$ cat src/rtl/bus_pkg.sv
// Shared types and constants for the two-master bus arbiter.
package bus_pkg;

  typedef enum logic [1:0] {
    ARB_IDLE = 2'b00,
    ARB_BUS  = 2'b01,
    ARB_TURN = 2'b10
  } arb_state_t;

  typedef logic [1:0] grant_t;

  localparam grant_t GNT_NONE = 2'b00;
  localparam grant_t GNT_I    = 2'b01;
  localparam grant_t GNT_D    = 2'b10;

  localparam logic [31:0] DEFAULT_ABORT_DATA = 32'hDEADBEEF;

endpackage

$ cat src/rtl/bus_watchdog.sv
// Counts stalled bus cycles; expired is high once TIMEOUT_CYCLES stalls were seen.
module bus_watchdog #(
  parameter int TIMEOUT_CYCLES = 64
) (
  input  logic clk,
  input  logic reset,
  input  logic clear,
  input  logic enable,
  output logic expired
);

  localparam int W = $clog2(TIMEOUT_CYCLES + 1);

  logic [W-1:0] count;

  assign expired = (count == W'(TIMEOUT_CYCLES));

  // Saturates at the limit so a stuck slave cannot wrap the counter.
  always_ff @(posedge clk or posedge reset) begin
    if (reset) begin
      count <= '0;
    end else if (clear) begin
      count <= '0;
    end else if (enable && !expired) begin
      count <= count + W'(1);
    end
  end

endmodule

$ cat src/rtl/bus_arbiter.sv
// Round-robin arbiter serialising instruction-fetch and data-access masters
// onto one Avalon-style slave, with a turnaround cycle and a stall watchdog.
module bus_arbiter
  import bus_pkg::*;
#(
  parameter int          TIMEOUT_CYCLES = 64,
  parameter logic [31:0] ABORT_DATA     = DEFAULT_ABORT_DATA
) (
  input  logic        clk,
  input  logic        reset,
  input  logic [31:0] i_address,
  input  logic        i_read,
  output logic        i_waitrequest,
  output logic [31:0] i_readdata,
  input  logic [31:0] d_address,
  input  logic        d_read,
  input  logic        d_write,
  input  logic [31:0] d_writedata,
  input  logic [3:0]  d_byteenable,
  output logic        d_waitrequest,
  output logic [31:0] d_readdata,
  output logic [31:0] address,
  output logic        read,
  output logic        write,
  output logic [31:0] writedata,
  output logic [3:0]  byteenable,
  input  logic        waitrequest,
  input  logic [31:0] readdata,
  output logic [1:0]  grant,
  output logic        timeout_err,
  output logic        protocol_err,
  output arb_state_t  state
);

  // Handshake: a master raises its request and holds address/data until it
  // sees its waitrequest low; that single cycle is the completion cycle.
  grant_t      last_grant;
  logic        req_i, req_d, pick_d;
  logic        in_bus, wd_expired, abort, done;
  logic [31:0] bus_data;

  always_comb begin
    req_i    = i_read;
    req_d    = d_read | d_write;
    pick_d   = req_d & (~req_i | (last_grant == GNT_I));
    in_bus   = (state == ARB_BUS);
    abort    = in_bus & waitrequest & wd_expired;
    done     = in_bus & (~waitrequest | abort);
    bus_data = abort ? ABORT_DATA : readdata;
  end

  always_comb begin
    i_waitrequest = req_i & ~(grant[0] & done);
    d_waitrequest = req_d & ~(grant[1] & done);
    i_readdata    = grant[0] ? bus_data : '0;
    d_readdata    = grant[1] ? bus_data : '0;
  end

  bus_watchdog #(.TIMEOUT_CYCLES(TIMEOUT_CYCLES)) u_watchdog (
    .clk     (clk),
    .reset   (reset),
    .clear   (~in_bus),
    .enable  (in_bus & waitrequest),
    .expired (wd_expired)
  );

  always_ff @(posedge clk or posedge reset) begin
    if (reset) begin
      state        <= ARB_IDLE;
      last_grant   <= GNT_D;
      grant        <= GNT_NONE;
      address      <= '0;
      read         <= 1'b0;
      write        <= 1'b0;
      writedata    <= '0;
      byteenable   <= '0;
      timeout_err  <= 1'b0;
      protocol_err <= 1'b0;
    end else begin
      if (d_read && d_write) protocol_err <= 1'b1;
      case (state)
        ARB_IDLE: begin
          if (req_i || req_d) begin
            state <= ARB_BUS;
            if (req_i && req_d) last_grant <= pick_d ? GNT_D : GNT_I;
            if (pick_d) begin
              grant      <= GNT_D;
              address    <= d_address;
              read       <= d_read & ~d_write;
              write      <= d_write;
              writedata  <= d_writedata;
              byteenable <= d_byteenable;
            end else begin
              grant      <= GNT_I;
              address    <= i_address;
              read       <= 1'b1;
              write      <= 1'b0;
              writedata  <= '0;
              byteenable <= 4'hF;
            end
          end
        end
        ARB_BUS: begin
          // Command fields stay frozen; only the strobes drop on completion.
          if (done) begin
            read  <= 1'b0;
            write <= 1'b0;
            grant <= GNT_NONE;
            state <= ARB_TURN;
            if (abort) timeout_err <= 1'b1;
          end
        end
        ARB_TURN: state <= ARB_IDLE;
        default:  state <= ARB_IDLE;
      endcase
    end
  end

endmodule
$ cat config.mk
export PLATFORM = sky130hd
export DESIGN_NAME = bus_arbiter
export DESIGN_NICKNAME = d
export VERILOG_FILES = /design/src/rtl/bus_pkg.sv /design/src/rtl/bus_watchdog.sv /design/src/rtl/bus_arbiter.sv
export SDC_FILE = /design/constraint.sdc
export NUM_CORES = 1
export LEC_CHECK = 0
export CAP_MARGIN = 20
export CORE_AREA = 2 2 110 112
export CTS_CLUSTER_DIAMETER = 200
export DETAILED_ROUTE_END_ITERATION = 12
export DIE_AREA = 0 0 112 114
export PLACE_DENSITY_LB_ADDON = 0.2
export SLEW_MARGIN = 10
export SYNTH_ARGS = -nofsm -noshare
export SYNTH_HDL_FRONTEND = slang
export SYNTH_SLANG_ARGS = --single-unit
$ cat constraint.sdc
create_clock -name clk -period 3.85 [get_ports clk]
set_input_delay 0.5775 -clock clk [delete_from_list [all_inputs] [get_ports clk]]
set_output_delay 0.5775 -clock clk [all_outputs]
set_load 0.005 [all_outputs]
==> results.py <==
metrics = {
    "power": {
        "irDropWorstVdd_v": 0.0003479,
        "p_per_area_nw_per_um2": 679.4,
        "leakagePower_uw": 0.003114,
        "power.total_uw": 4992,
    },
    "clock_network": {
        "insertion_delay_ps": 330,
        "clkSlewWorstSetupHoldPaths_ps": 60,
        "cts_resized": 0,
        "cts_setup_buffers": 0,
        "clkSinkCount": 85,
        "cts_made_buffers": 9,
        "hold_buffers": 0,
        "clockBufferDepth": 2,
        "clockRootBuffer": "clkbuf_16",
        "cts_tree": "built",
        "htree_num_levels": 3,
    },
    "synth": {
        "yosys-top-cells-area": "dfrtp_1 52%, o21a_1 9.1%, mux2i_1 7.9%, a22o_1 6.9%, o21ai_0 4.6%",
        "yosysWarningCount": 0,
        "synth_cell_type_count": 40,
        "synthArstFlopShare": 1.000,
        "synth_fp_nets": 519,
        "ys_seq_area_frac": 0.5252,
        "synth_top_area_frac": 0.5187,
        "ys_ff_latch": 85,
        "syn_avg_cell_area_um2": 10.69,
        "synthFlopType": "dfrtp_1",
        "synth_edf_count": 0,
        "postSynthCellCount": 379,
        "synth_top_area_cell": "dfrtp_1",
        "syn-cell-area_um2": 4053,
    },
    "route": {
        "drt_iter0_markers": 138,
        "route.detailed.drc": 0,
        "ant_nets": 0,
        "drt_pass1_iterations": 4,
        "num_vias": 3919,
        "wire_per_inst_um": 16.40,
        "vias_per_cell": 4.917,
        "wirelength_um": 13070,
    },
    "timing": {
        "fmax_mhz": 305.5,
        "rsz0062_at_grt": "false",
        "slew_viol_final": 0,
        "setup_ws_ps": 576.3,
        "fin_setup_tns_ps": 0,
        "hold_viol_final": 0,
        "slew_headroom": 0.3088,
        "finClkSkew_ps": 3.716,
        "tightest_slew_ps": 1037,
        "period_needed_ps": 3274,
        "timing.final.crit_share": 0.8503,
        "setup_viol": 0,
    },
    "floorplan": {
        "start_util": 0.3460,
        "rows": 40,
        "die_w_um": 112,
        "dieArea_um2": 12770,
        "coreArea_um2": 11710,
        "die_h_um": 114,
        "io_pins": 280,
    },
    "worst_setup_path": {
        "crit_arrival_ps": 2700,
        "slowest_stage": "or4_4",
        "worstSetupPathType": "reg2out",
        "cp.required_ps": 3270,
        "end_kind": "primary output",
        "cp_slowest_stage_delay_ps": 600,
        "path_buf_inv": 2,
        "r2r_slack_ps": 1770,
        "critPathTopFamily": "buffers and inverters",
        "path_cells": "or4_4 > nor3_4 > buf_4 > o21a_1 > clkdlybuf4s50_1",
        "crit_fanout": 48,
        "cp-start-kind": "flip-flop",
    },
    "global_route": {
        "antenna_found_initial": 0,
        "grt_max_degree": 49,
        "grt-ovfl-total": 0,
        "grt.total_usage": 0.2000,
        "first_global_vias": 3979,
        "grt_first_pass_wirelength_um": 20220,
    },
    "place": {
        "place_congestion": 0.8595,
        "place_area_um2": 6969,
        "place_ws_ps": 705.6,
        "io_buffers": 279,
        "hpwl_um": 10040,
    },
    "final_layout": {
        "diodes": 0,
        "nets": 785,
        "syn2layout_area_growth_pct": 81.29,
        "final_area_um2": 7347,
        "utilization": 0.6274,
        "layout-drive-gt1-share": 0.05231,
    },
    "run": {
        "maxCapViolCount": 0,
    },
    "min_path": {
        "min_path_type": "reg2reg",
    },
    "outcome": {
        "outcome": "complete, no violations",
    },
}
cell usage after synthesis (3+ instances only):
cell,n
and2_1,3
a21oi_1,4
nand2_1,44
buf_2,13
clkbuf_1,12
nand3_1,3
inv_1,4
o22a_1,4
a22o_1,32
buf_1,4
and3_1,16
nor2_1,6
mux2i_1,32
dfrtp_1,84
o21ai_0,37
nand2b_1,3
o21a_1,49
path summary, 6_finish.rpt:
check | end | start | depth (start not counted)
setup reg to reg | writedata[18] | state[0] | 5
hold reg to reg | protocol_err | protocol_err | 1
setup / recovery | d_readdata[6] | u_watchdog.count[2] | 5
max in group asynchronous | writedata[12] | reset | 3
hold / removal | protocol_err | protocol_err | 1
min in group asynchronous | writedata[5] | reset | 2
placed cells by master, fill, tap and decap left out, types with 2 or more instances in the layout:
cell type | Yosys | final
and2_1 | 3 | 3
mux2i_1 | 32 | 32
o21ai_0 | 37 | 37
nand2_1 | 44 | 44
clkbuf_16 | 0 | 9
xor2_1 | 2 | 2
dfrtp_1 | 84 | 84
nor2_1 | 6 | 6
clkinv_2 | 0 | 3
or3_1 | 2 | 2
and3_1 | 16 | 16
a21oi_1 | 4 | 3
o22a_1 | 4 | 4
nand2b_1 | 3 | 3
o21a_1 | 49 | 49
buf_4 | 1 | 6
bufinv_16 | 0 | 4
inv_1 | 4 | 3
a22o_1 | 32 | 32
o22ai_1 | 2 | 2
ha_1 | 2 | 2
clkdlybuf4s50_1 | 0 | 279
nand3_1 | 3 | 3
worst reg2reg max path, cell delays in order, from the launching register on:
cell	delay [ps]
dfrtp_1	400
nor2_1	370
o21a_1	350
and2_1	480
buf_8	240
a22o_1	170
logic make-up (layout without fill, tap and decap cells):
logic type / Yosys count / count (layout) / share of synthesized area
AO/OA/AOI/OAI: 136 / 136 / 0.2374
XOR/XNOR: 3 / 3 / 0.006485
adder cells (fa/ha/maj): 2 / 2 / 0.006174
buffers and inverters: 36 / 307 / 0.04199
flip-flops: 85 / 85 / 0.5252
multiplexers: 33 / 33 / 0.08182
AND/OR/NAND/NOR: 84 / 84 / 0.1010
area by class of cell:
cell class	count	area, µm²
timing repair buffer	287	2873
clock buffer	9	225.2
tap	147	183.9
multi-input combinational	258	1783
clock inverter	7	137.6
fill	968	4364
inverter	4	16.27
sequential	85	2128
sequential cells by signal, indices dropped and copies added, names as in the netlist, 2 cells and up:
| name | cells |
|---|---|
| writedata | 32 |
| state | 2 |
| address | 32 |
| byteenable | 4 |
| u_watchdog.count | 7 |
| last_grant | 2 |
| grant | 2 |
routing by layer:
layer / vias to the layer above / GRT usage / wire [µm]
met3: 19 / 0.06589 / 1169
met5: - / 0 / 0
met4: 0 / 0.06911 / 241
met2: 173 / 0.3693 / 6834
li1: 1893 / - / -
met1: 1834 / 0.2156 / 4826
per-stage QoR:
step | hold slack [ps] | cells
final | 465.9 | 797
after global routing | 497.6 | 797
after CTS | 471.2 | 796
after detailed placement | 452.8 | 780
after global placement | 454.1 | 780
after floorplan | 451.0 | 379
report_power, final:
part / switching, µW / internal, µW
Sequential: 302 / 1290
Combinational: 894 / 1470
Clock: 343 / 697
Total: 1540 / 3450
Note: power is estimated with default switching activity, not from simulation.
==> patch (same settings) <==
`TIMEOUT_CYCLES` is set to 64 in 2 places; all go to 32.
--- a/src/rtl/bus_watchdog.sv
+++ b/src/rtl/bus_watchdog.sv
@@ -1,6 +1,6 @@
 // Counts stalled bus cycles; expired is high once TIMEOUT_CYCLES stalls were seen.
 module bus_watchdog #(
-  parameter int TIMEOUT_CYCLES = 64
+  parameter int TIMEOUT_CYCLES = 32
 ) (
   input  logic clk,
   input  logic reset,
--- a/src/rtl/bus_arbiter.sv
+++ b/src/rtl/bus_arbiter.sv
@@ -3,7 +3,7 @@
 module bus_arbiter
   import bus_pkg::*;
 #(
-  parameter int          TIMEOUT_CYCLES = 64,
+  parameter int          TIMEOUT_CYCLES = 32,
   parameter logic [31:0] ABORT_DATA     = DEFAULT_ABORT_DATA
 ) (
   input  logic        clk,
Formal check against the unedited RTL: same outputs for any inputs over 4 cycles, from zero or initial values and one cycle with reset high; that may be too few to reach the edited logic, so the function may still have changed.
==> patch against the unedited design <==
  * Critical path depth grew 3
  * Synthesized area grew 0.83%
  * Synthesized cell count shrank 1.6%
  * Power shrank 3.8%
  * Utilization shrank 1.2 points
  * Cell count shrank 1.1%
  * Final area shrank 1.9%
  * Die area is the same
  * Routed wire length shrank 0.64%
  * Sequential cell count shrank 1
  * Setup slack gained 0.088 ns
==> patch: results (changes against the unedited design) <==
- Worst R2R Start: last_grant[1]$_DFFE_PP1P_
- Worst setup endpoint: i_readdata[27]
- Share of layout cells above drive strength 1: 5.77% (+0.54 points)
- Switch Pwr: 1.54 mW (-0.13%)
- Mux contribution to synthesized area: 8.36% (+0.18 points)
- First-pass GRT wire length: 20000 µm (-1.1%)
- Hold Crit Depth: 2 (+1)
- Detailed placement HPWL: 9920 µm (-1.2%)
- Lkg Pwr: 3.07 nW (-1.4%)
- Final Skew: 0.00542 ns (+0.00170 ns)
- Final WL: 13000 µm (-0.64%)
- Capturing point of the worst reg2reg path: address[30]$_DFFE_PP0P_
- Biggest cell delay along the critical path: 0.52 ns (-0.08 ns)
- Mapped Cells: 373 (-1.6%)
- Most frequent cells after synthesis: 83 x dfrtp_1, 48 x o21a_1, 43 x nand2_1
- Flop2flop setup slack: 1.93 ns (+0.16 ns)
- Final Non-Filler Cells: 788 (-1.1%)
- GP Congestion: 0.825 (-4.0%)
- Largest regs: address x32, writedata x32, u_watchdog.count x6
- Worst-margin pin slew: 1.06 ns (+0.0223 ns)
- Post-Syn Nets: 513 (-1.2%)
- Largest net degree at the start of global routing: 73 (+49%)
- Compound-Gate Fraction of Synth Area: 23.5% (-0.26 points)
- Post-Synth XOR/XNOR Area: 0.857% (+0.21 points)
- Slowest CP cell: clkdlybuf4s50_1
- Seq/Total Area, Yosys: 51.5% (-1.0 points)
- H-tree levels: 3 (unchanged)
- Nets: 776 (-1.1%)
- HP Start: address[22]$_DFFE_PP0P_
- Yosys cell types: 38 (-5.0%)
- Outcome: finished clean
- Drt first-iter violations: 139 (+0.72%)
- Max VDD drop: 0.294 mV (-15%)
- Synth area leaders: dfrtp_1 51%, o21a_1 8.8%, mux2i_1 8.1%, a22o_1 6.4%, o21ai_0 4.3%
- Post-Synth Adder-Cell Area: 0.612% (-0.0051 points)
- Worst hold endpoint: address[22]$_DFFE_PP0P_
- WHS: 0.474 ns (+0.00833 ns)
- Synth async-reset ratio: 100% (unchanged)
- Crit path DAT: 2.61 ns (-0.09 ns)
- First drt pass iteration count: 4 (unchanged)
- Setup crit start: u_watchdog.count[0]$_DFFE_PP0P_
- Total GRT Usage: 19.9% (-0.15 points)
- Sequential share of power: 33.1% (+1.2 points)
- Via/cell ratio: 4.81 (-2.1%)
- Clock power frac: 18.0% (-2.8 points)
- Placed insts: 772 (-1.0%)
- Number of global-route vias before repair: 3812 (-4.2%)
- Clock latency on the worst-skew pair: 0.33 ns (about the same)
patch: changes by cell type after synthesis, moves of 3 or more:
cell and delta:
buf_8 +3, buf_2 -4, o22a_1 -4, buf_1 -4, buf_4 +6, o22a_2 +4
patch: stage by stage:
step	power (mW)	cell area (µm²)	setup WS (ns)
5_1_grt	5.13	7210	0.478
3_5_place_dp	3.98	6910	0.799
3_3_place_gp	3.91	6910	0.814
2_1_floorplan	2.55	4090	1.11
6_report	4.80	7210	0.664
4_1_cts	4.87	7210	0.638
patch: metal layers:
metal | wire length, µm | part of all wire, % | track usage, %
met4 | 170 | 1.3 | 5.77
met1 | 4910 | 38 | 21.9
met3 | 1190 | 9.1 | 7.28
met5 | 0 | 0 | 0
met2 | 6720 | 52 | 36.0
patch: area by class of cell:
cell class                      count  area, µm²
Clock inverter                      5       60.1
Tap cell                          147        184
Timing Repair Buffer              284       2830
Multi-Input combinational cell    253       1770
Inverter                            4       16.3
Sequential cell                    84       2100
Clock buffer                       11        243
Fill cell                         964       4500
